`src/rtl/spi_pwm_bank.sv`:
```
// SPI-controlled bank of PWM outputs. Levels and period are double-buffered so
// a running PWM period never changes shape; inversion takes effect at once.
`timescale 1ns/1ps
module spi_pwm_bank #(
    parameter int CHANNELS = 7,
    parameter int WIDTH    = 8
) (
    input  logic                clk,
    input  logic                reset,
    input  logic                sclk,
    input  logic                cs,
    input  logic                mosi,
    output logic                miso,
    output logic [CHANNELS-1:0] pwm_out,
    output logic                period_start
);

    localparam logic [6:0]       ADDR_P   = 7'h70;
    localparam logic [6:0]       ADDR_PS  = 7'h71;
    localparam logic [6:0]       ADDR_INV = 7'h72;
    localparam logic [WIDTH-1:0] P_RST    = {{(WIDTH-1){1'b1}}, 1'b0};

    logic sclk_p0, sclk_p1, sclk_p2;
    logic cs_p0, cs_p1;
    logic mosi_p0, mosi_p1;

    logic        sclk_rise, sclk_fall, cs_act;
    logic [14:0] in_buf;
    logic [15:0] shift_in;
    logic [15:0] out_buf;
    logic [3:0]  bit_cnt;
    logic        cmd_done, wr_mode;
    logic        load_first, load_next;
    logic [6:0]  addr, rd_addr;
    logic [15:0] rd_data;
    logic        wr_en;
    logic        unused_bits;

    logic [WIDTH-1:0]    lvl     [CHANNELS];
    logic [WIDTH-1:0]    lvl_act [CHANNELS];
    logic [WIDTH-1:0]    period_sh, period_act, cnt;
    logic [7:0]          prescale, ps_cnt;
    logic [CHANNELS-1:0] inv;
    logic                tick, wrap;

    // Stage p0/p1: two-flop synchronisers; p2 holds previous sclk for edge detect
    always_ff @(posedge clk or posedge reset) begin
        if (reset) begin
            sclk_p0 <= 1'b0;
            sclk_p1 <= 1'b0;
            sclk_p2 <= 1'b0;
            cs_p0   <= 1'b1;
            cs_p1   <= 1'b1;
            mosi_p0 <= 1'b0;
            mosi_p1 <= 1'b0;
        end else begin
            sclk_p0 <= sclk;
            sclk_p1 <= sclk_p0;
            sclk_p2 <= sclk_p1;
            cs_p0   <= cs;
            cs_p1   <= cs_p0;
            mosi_p0 <= mosi;
            mosi_p1 <= mosi_p0;
        end
    end

    assign sclk_rise   = sclk_p1 & ~sclk_p2;
    assign sclk_fall   = ~sclk_p1 & sclk_p2;
    assign cs_act      = ~cs_p1;
    assign shift_in    = {in_buf, mosi_p1};
    assign wr_en       = cs_act & sclk_rise & cmd_done & wr_mode & (bit_cnt == 4'd15);
    assign miso        = out_buf[15];
    assign unused_bits = ^shift_in;

    // Frame decoder: command byte, then 16-bit words with address auto-increment
    always_ff @(posedge clk or posedge reset) begin
        if (reset) begin
            in_buf     <= '0;
            out_buf    <= '0;
            bit_cnt    <= '0;
            cmd_done   <= 1'b0;
            wr_mode    <= 1'b0;
            load_first <= 1'b0;
            load_next  <= 1'b0;
            addr       <= '0;
        end else if (!cs_act) begin
            in_buf     <= '0;
            out_buf    <= '0;
            bit_cnt    <= '0;
            cmd_done   <= 1'b0;
            wr_mode    <= 1'b0;
            load_first <= 1'b0;
            load_next  <= 1'b0;
            addr       <= '0;
        end else begin
            if (sclk_rise) begin
                in_buf  <= shift_in[14:0];
                bit_cnt <= bit_cnt + 4'd1;
                if (!cmd_done) begin
                    if (bit_cnt == 4'd7) begin
                        cmd_done   <= 1'b1;
                        wr_mode    <= shift_in[7];
                        addr       <= shift_in[6:0];
                        load_first <= ~shift_in[7];
                        bit_cnt    <= '0;
                    end
                end else if (bit_cnt == 4'd15) begin
                    bit_cnt <= '0;
                    if (wr_mode)
                        addr <= addr + 7'd1;
                    else
                        load_next <= 1'b1;
                end
            end
            if (sclk_fall) begin
                if (load_first) begin
                    out_buf    <= rd_data;
                    load_first <= 1'b0;
                end else if (load_next) begin
                    out_buf   <= rd_data;
                    addr      <= rd_addr;
                    load_next <= 1'b0;
                end else begin
                    out_buf <= {out_buf[14:0], 1'b0};
                end
            end
        end
    end

    // The first load after the command reads addr itself; later loads read the next one
    always_comb begin
        rd_addr = load_first ? addr : addr + 7'd1;
        rd_data = '0;
        for (int i = 0; i < CHANNELS; i++)
            if (rd_addr == 7'(i))
                rd_data = 16'(lvl[i]);
        if (rd_addr == ADDR_P)   rd_data = 16'(period_sh);
        if (rd_addr == ADDR_PS)  rd_data = 16'(prescale);
        if (rd_addr == ADDR_INV) rd_data = 16'(inv);
    end

    // Shadow registers, written at word completion
    always_ff @(posedge clk or posedge reset) begin
        if (reset) begin
            for (int i = 0; i < CHANNELS; i++)
                lvl[i] <= '0;
            period_sh <= P_RST;
            prescale  <= '0;
            inv       <= '0;
        end else if (wr_en) begin
            for (int i = 0; i < CHANNELS; i++)
                if (addr == 7'(i))
                    lvl[i] <= shift_in[WIDTH-1:0];
            if (addr == ADDR_P)   period_sh <= shift_in[WIDTH-1:0];
            if (addr == ADDR_PS)  prescale  <= shift_in[7:0];
            if (addr == ADDR_INV) inv       <= shift_in[CHANNELS-1:0];
        end
    end

    assign tick = (ps_cnt == prescale);
    assign wrap = tick & (cnt == period_act);

    // Prescaler and period counter; active copies refresh only on wrap
    always_ff @(posedge clk or posedge reset) begin
        if (reset) begin
            ps_cnt       <= '0;
            cnt          <= '0;
            period_act   <= P_RST;
            period_start <= 1'b0;
            for (int i = 0; i < CHANNELS; i++)
                lvl_act[i] <= '0;
        end else begin
            period_start <= wrap;
            if ((wr_en && addr == ADDR_PS) || tick)
                ps_cnt <= '0;
            else
                ps_cnt <= ps_cnt + 8'd1;
            if (wrap) begin
                cnt        <= '0;
                period_act <= period_sh;
                for (int i = 0; i < CHANNELS; i++)
                    lvl_act[i] <= lvl[i];
            end else if (tick) begin
                cnt <= cnt + 1'b1;
            end
        end
    end

    always_comb begin
        pwm_out = '0;
        for (int i = 0; i < CHANNELS; i++)
            pwm_out[i] = (cnt < lvl_act[i]) ^ inv[i];
    end

endmodule

```
`config.mk`:
```
export PLATFORM = sky130hd
export DESIGN_NAME = spi_pwm_bank
export DESIGN_NICKNAME = d
export VERILOG_FILES = /design/src/rtl/spi_pwm_bank.sv
export SDC_FILE = /design/constraint.sdc
export NUM_CORES = 1
export LEC_CHECK = 0
export CAP_MARGIN = 20
export CORE_ASPECT_RATIO = 1.4
export CORE_MARGIN = 2
export CORE_UTILIZATION = 30
export DETAILED_ROUTE_END_ITERATION = 16
export GPL_ROUTABILITY_DRIVEN = 0
export SLEW_MARGIN = 20
export SYNTH_ARGS = -nofsm -noshare
export SYNTH_HDL_FRONTEND = slang
export SYNTH_SLANG_ARGS = --single-unit
```
`constraint.sdc`:
```
create_clock -name clk -period 8.55 [get_ports clk]
set_clock_uncertainty 0.2 [all_clocks]
set_input_delay 1.2825 -clock clk [delete_from_list [all_inputs] [get_ports clk]]
set_output_delay 1.2825 -clock clk [all_outputs]
set_load 0.005 [all_outputs]
```
==> After elaboration in Yosys (flattened, before gate mapping) <==
Index checks and enable logic that the tools add are counted.
{ "word_totals": {"register_bits": 205, "in_bits": 5, "elab_cells": 163, "output_inout_bits": 9} }
{ "classes": {"n_mux": 56, "eq_ne": 23, "order_cmp": 7, "addsub": 4, "reduce_logical": 19, "bitwise_logic": 18} }
{ "ops": {"columns": ["operator", "count"], "rows": [
  ["$mux W16", 13],
  ["$mux W7", 12],
  ["$lt A8 B8 Y1", 7],
  ["$eq A7 B3 Y1 const B", 6],
  ["$eq A7 B7 Y1 const B", 6],
  ["$mux W8", 4],
  ["$eq A7 B2 Y1 const B", 4],
  ["$mux W1", 22],
  ["$mux W4", 5],
  ["$reduce_and A2 Y1", 10],
  ["$add A8 B1 Y8 const B", 2],
  ["$eq A8 B8 Y1", 2],
  ["$eq A7 B1 Y1 const B", 2],
  ["$logic_not A7 Y1", 2],
  ["$reduce_bool A2 Y1", 4],
  ["$add A7 B1 Y7 const B", 1],
  ["$and A1 B1 Y1", 7],
  ["$xor A1 B1 Y1", 7],
  ["$add A4 B1 Y4 const B", 1],
  ["$eq A4 B3 Y1 const B", 1],
  ["$eq A4 B4 Y1 const B", 1],
  ["$not A1 Y1", 4],
  ["$reduce_and A3 Y1", 1],
  ["$ne A2 B2 Y1 const B", 1],
  ["other kinds (2)", 2]
]} }

==> Longest topological paths before layout <==
{ "logic_depth": {"depth_word": 17, "depth_mapped": 12, "depth_no_buf": 8} }

==> Worst setup path before layout <==
Ideal clock, no wire load.
{ "synth_path": {"path_type": "register to output", "startpoint": "reg cnt[4]", "endpoint": "out pwm_out[1]", "slack_ns": 5.450, "stages_incl_launch_ff": 7, "t_arrival_ns": 1.618, "path_buffers": 0, "required_time_ns": 7.068, "cell_sequence": "dfrtp_1 -> ha_1 -> and2_1 -> o21ai_0 -> o21ai_0 -> o41ai_1 -> xor2_1"} }
{ "synth_via": {"elab_chain_cells": 2} }
{ "synth_rtl": {"columns": ["item", "line_no", "text"], "rows": [
  ["start: declaration", "41", "logic [WIDTH-1:0] period_sh, period_act, cnt;"],
  ["start signal: assignment", "184", "cnt <= cnt + 1'b1;"],
  ["$lt A8 B8 Y1", "192", "pwm_out[i] = (cnt < lvl_act[i]) ^ inv[i];"],
  ["$xor A1 B1 Y1", "192", null],
  ["end: declaration", "14", "output logic [CHANNELS-1:0] pwm_out,"]
]} }
No other way between the ends.

==> Worst setup path after layout <==
Same ends and word-level chain as after synthesis.

==> summary.md <==
| Metric | Value |
|---|---|
| Post-synth EDFFs | 0 |
| Syn. warnings | 0 |
| Fillcell total | 3,530 |
| Share of layout cells above drive strength 1 | 0.2162 |
| WP data required | a little over 7000 ps |
| Setup TNS | 0 ps |
| Period utilization | 0.5392 |
| Sw Pwr | 426.2 uW |
| Sw frac | 0.2067 |
| Worst path max stage delay | around 700 ps |
| Final instance area | ~12,000 um2 |
| Global-route wire length before repair | ~46 mm |
| Post-CTS setup buffers | 0 |
| WP data arrival | 3130 ps |
| Clock Latency Late Sink | slightly above 500 ps |
| Startpoint types | flip-flop |
| Antenna violations before repair | 0 |
| Status | completed |
| Mapped cell area | between 10,000 and 15,000 um2 |
| Vias | slightly below 8,000 |
| PnR Total Power | between 2000 and 2500 uW |
| Syn_nets | 1,044 |
| #FFs+latches synth | 205 |
| DR WL/cell | 20.05 um |
| Rows | 82 |
| CTS sink count | between 200 and 250 |
| Combinational Power Share | 0.014 |
| RSZ-0062 raised after global routing | false |
| Placed cell areas | between 10,000 and 15,000 um2 |
| Core area | between 30,000 and 40,000 um2 |
| Max VDD drop | between 0.0001 and 0.00015 V |
| Post-synthesis mux area share | 0.1529 |
| Total GRT Usage | 0.1571 |
| WHS Endpoint | sclk_p1$_DFF_PP0_ |
| Slowest-stage cell, CP | dfrtp_1 |
| Chip Width | roughly 170 um |
| Pleak | approximately 0.0055 uW |
| Vias per cell | around 5.3 |
| PwrDens | between 150 and 200 nW/um2 |
| R2R setup slack | approximately 4900 ps |
| Final number of setup-violating endpoints | 0 |
| R2r startpoint | addr[0]$_DFF_PP0_ |
| Cell count of the worst reg-to-reg path | 8 |
| Seq pwr share | 0.475 |
| Hold Buf Count CTS | 0 |
| Synth Flop Type | dfrtp_1 |
| Mapped Avg Cell Area | 11.08 um2 |
| Internal power | 1636 uW |
| CTS resizes | 0 |
| Slew @ Worst Pin | between 900 and 1000 ps |
| Detailed router's first-iteration violation count | 554 |
| Initial Utilization | 0.3042 |
| Xor/xnor share of the synthesized area | 0.03296 |
| # diodes | 0 |
| Area share of fa/ha/maj cells after synthesis | 0.06432 |
| Hold-critical path depth | 0 |
| Largest net degree at the start of global routing | ~120 |
| CTS clk-pin slew, worst paths | 70 ps |
| Seq/Total Area, Yosys | 0.4727 |
| Min Clock Period, post-route | around 4600 ps |
| Max Root-Sink Buffers | 3 |
| CTS tree | yes |
| Final hold viol count | 0 |
| Die Height | about 230 um |
| Final nets | between 1,000 and 1,500 |
| R2r endpoint | out_buf[4]$_DFFE_PP0P_ |
| Drc violations | 0 |
| Fmax | around 220 MHz |
| Clk root buf | clkbuf_16 |
| Largest family of logic cells by synthesized area | multiplexers |
| Kind of end point of the critical path | output pin |
| Worst hold-check path type | flip-flop to flip-flop |
| Total I/O pin count | 14 |
| Antenna viol nets, final | 0 |
| Synth Area in Compound Gates | 0.1219 |
| Die Area | 37,880 um2 |
| Crit. Startpoint | cnt[4]$_DFFE_PP0P_ |
| Rel. slew slack | 0.3737 |
| CTS H-tree depth | 1 |
| DP HPWL | 20.83 mm |
| CTS Buf Count | 21 |
| Min-delay src | sclk_p0$_DFF_PP0_ |
| CP cell instances | ha_1 -> and2_1 -> o21ai_0 -> o21ai_0 -> o41ai_1 -> xor2_1 -> clkdlybuf4s50_1 |
| Final wirelength | a little under 30 mm |
| Total congestion overflow | 0 |
| TritonRoute pass-1 iters | 5 |
| Critical path's most frequent cell | o21ai_0 |
| Area growth, synth to finish | 11.96% |
| Max_cap viols | 0 |
| Worst-path fanout max | 12 |
| PortBufs | 13 |
| CP Class | flip-flop to output pin |
| Vias in the first global route | about 8,000 |
| Post-synthesis simple-gate area fraction | 0.1127 |
| Synth Instances | between 900 and 1,000 |
| Clk network pwr share | 0.511 |
| Post-synth ARST share | 1.000 |
| Netlist cell types | 70 |
| Slew Limit Fails | 0 |
## cell usage in the layout, fill, tap and decap left out, types with 6 or more instances in the layout
cell type / count
a21o_1: 8
nor3_1: 12
nor2_1: 44
nand2b_1: 21
nand4_1: 7
ha_1: 56
a21oi_1: 42
o21ai_0: 32
a22o_1: 18
o22ai_1: 11
nor4_1: 6
xnor2_1: 19
mux2_2: 141
clkbuf_16: 21
xor2_1: 22
dfstp_2: 16
a22oi_1: 14
inv_1: 55
clkdlybuf4s50_1: 13
a211oi_1: 11
nor2b_1: 8
and2_1: 6
o41ai_1: 7
dfrtp_1: 189
and3_1: 12
nand3_1: 28
nand2_1: 72
o221ai_1: 6
bufinv_16: 6
## area by class of cell
class,instances,area (um2),area share
Clock buffer,25,570.5,0.04678
Clock inverter,11,216.5,0.01775
Inverter,56,217.7,0.01785
Multi-Input combinational cell,674,5285,0.4333
Sequential cell,205,5150,0.4222
Tap cell,462,578.1,0.04739
Timing Repair Buffer,19,178.9,0.01467
## critical path: cells and delay by family, from the launching register on
family          cells  cell delay (ps)
flops               1              720
simple gates        1              160
buf+inv             1              550
xor+xnor            1              280
compound gates      3              560
fa+ha+maj           1              360
## registers in the layout, summed over array words and instances, names as in the netlist, 8 cells and up
register and cells:
ps_cnt 8, period_act 8, lvl 56, period_sh 8, lvl_act 56, cnt 8, prescale 8, out_buf 16
## layer usage
metal / share of wire / track usage / wire, um / vias up
met1: 0.40 / 0.1875 / 11670 / 3927
met4: 0.041 / 0.06875 / 1202 / 0
met2: 0.53 / 0.2826 / 15290 / 167
li1: - / - / - / 3534
met3: 0.033 / 0.01467 / 950 / 59
met5: 0 / 0 / 0 / -
## through the flow
stage               setup slack, ps  instances  hold slack [ps]  utilization
floorplan                      1498        983            131.2            -
global placement               4460       1416            132.8       0.3185
detailed placement             4494       1416            137.1       0.3185
CTS                            3939       1452            156.6       0.3405
global route                   3825       1452            156.2       0.3406
finish                         3940       1452            154.1       0.3406
## cells by family (layout without fill, tap and decap cells)
group,Yosys count,after routing
AO/OA/AOI/OAI,190,190
XOR/XNOR,41,41
buffers and inverters,104,111
flip-flops,205,205
AND/OR/NAND/NOR,240,240
adder cells (fa/ha/maj),56,56
multiplexers,147,147
## synth_stat cells, drive strengths merged, types with 4 or more instances
cell     number  area (um2)
buf          20       137.6
a21o          8       60.06
and3         12       75.07
a2bb2oi       5       43.79
nor3         13       76.33
ha           56       700.7
nand2        72       270.3
a222oi        5       50.05
nor4          8       62.56
o41ai         7       61.31
o22ai        12       81.33
nand2b       21       131.4
xnor2        19       166.4
a211oi       12       95.09
a21oi        42       210.2
o21ai        36       180.2
and2          7       43.80
nor3b         4       30.03
nand4         7       43.79
mux2        145        1633
a22o         18       157.7
clkbuf       28       116.4
nor2         44       165.2
dfstp        16       420.4
a22oi        14       105.1
inv          56       210.2
nor2b         8       50.05
xor2         22       192.7
o221ai        6       52.55
nand3        29       145.1
dfrtp       189        4730
a221oi        4       35.03
## how the worst max path moves through the flow
| stage | endpoint |
|---|---|
| 5_1_grt | pwm_out[0] |
| 4_1_cts | pwm_out[1] |
| 3_3_place_gp | pwm_out[1] |
| 2_1_floorplan | addr[0]$_DFF_PP0_ |
| 6_report | pwm_out[1] |
| 3_5_place_dp | pwm_out[1] |
## power by group through the flow
| stage | combinational [uW] | clock (uW) | sequential (uW) |
|---|---|---|---|
| after CTS | 31.5 | 1080 | 979 |
| after global placement | 31.3 | 0 | 997 |
| after global routing | 35.1 | 1110 | 979 |
| after floorplan | 23.4 | 0 | 992 |
| after detailed placement | 31.4 | 0 | 997 |
| final | 29.7 | 1050 | 979 |
No activity file was read; power rests on OpenSTA's default activity.
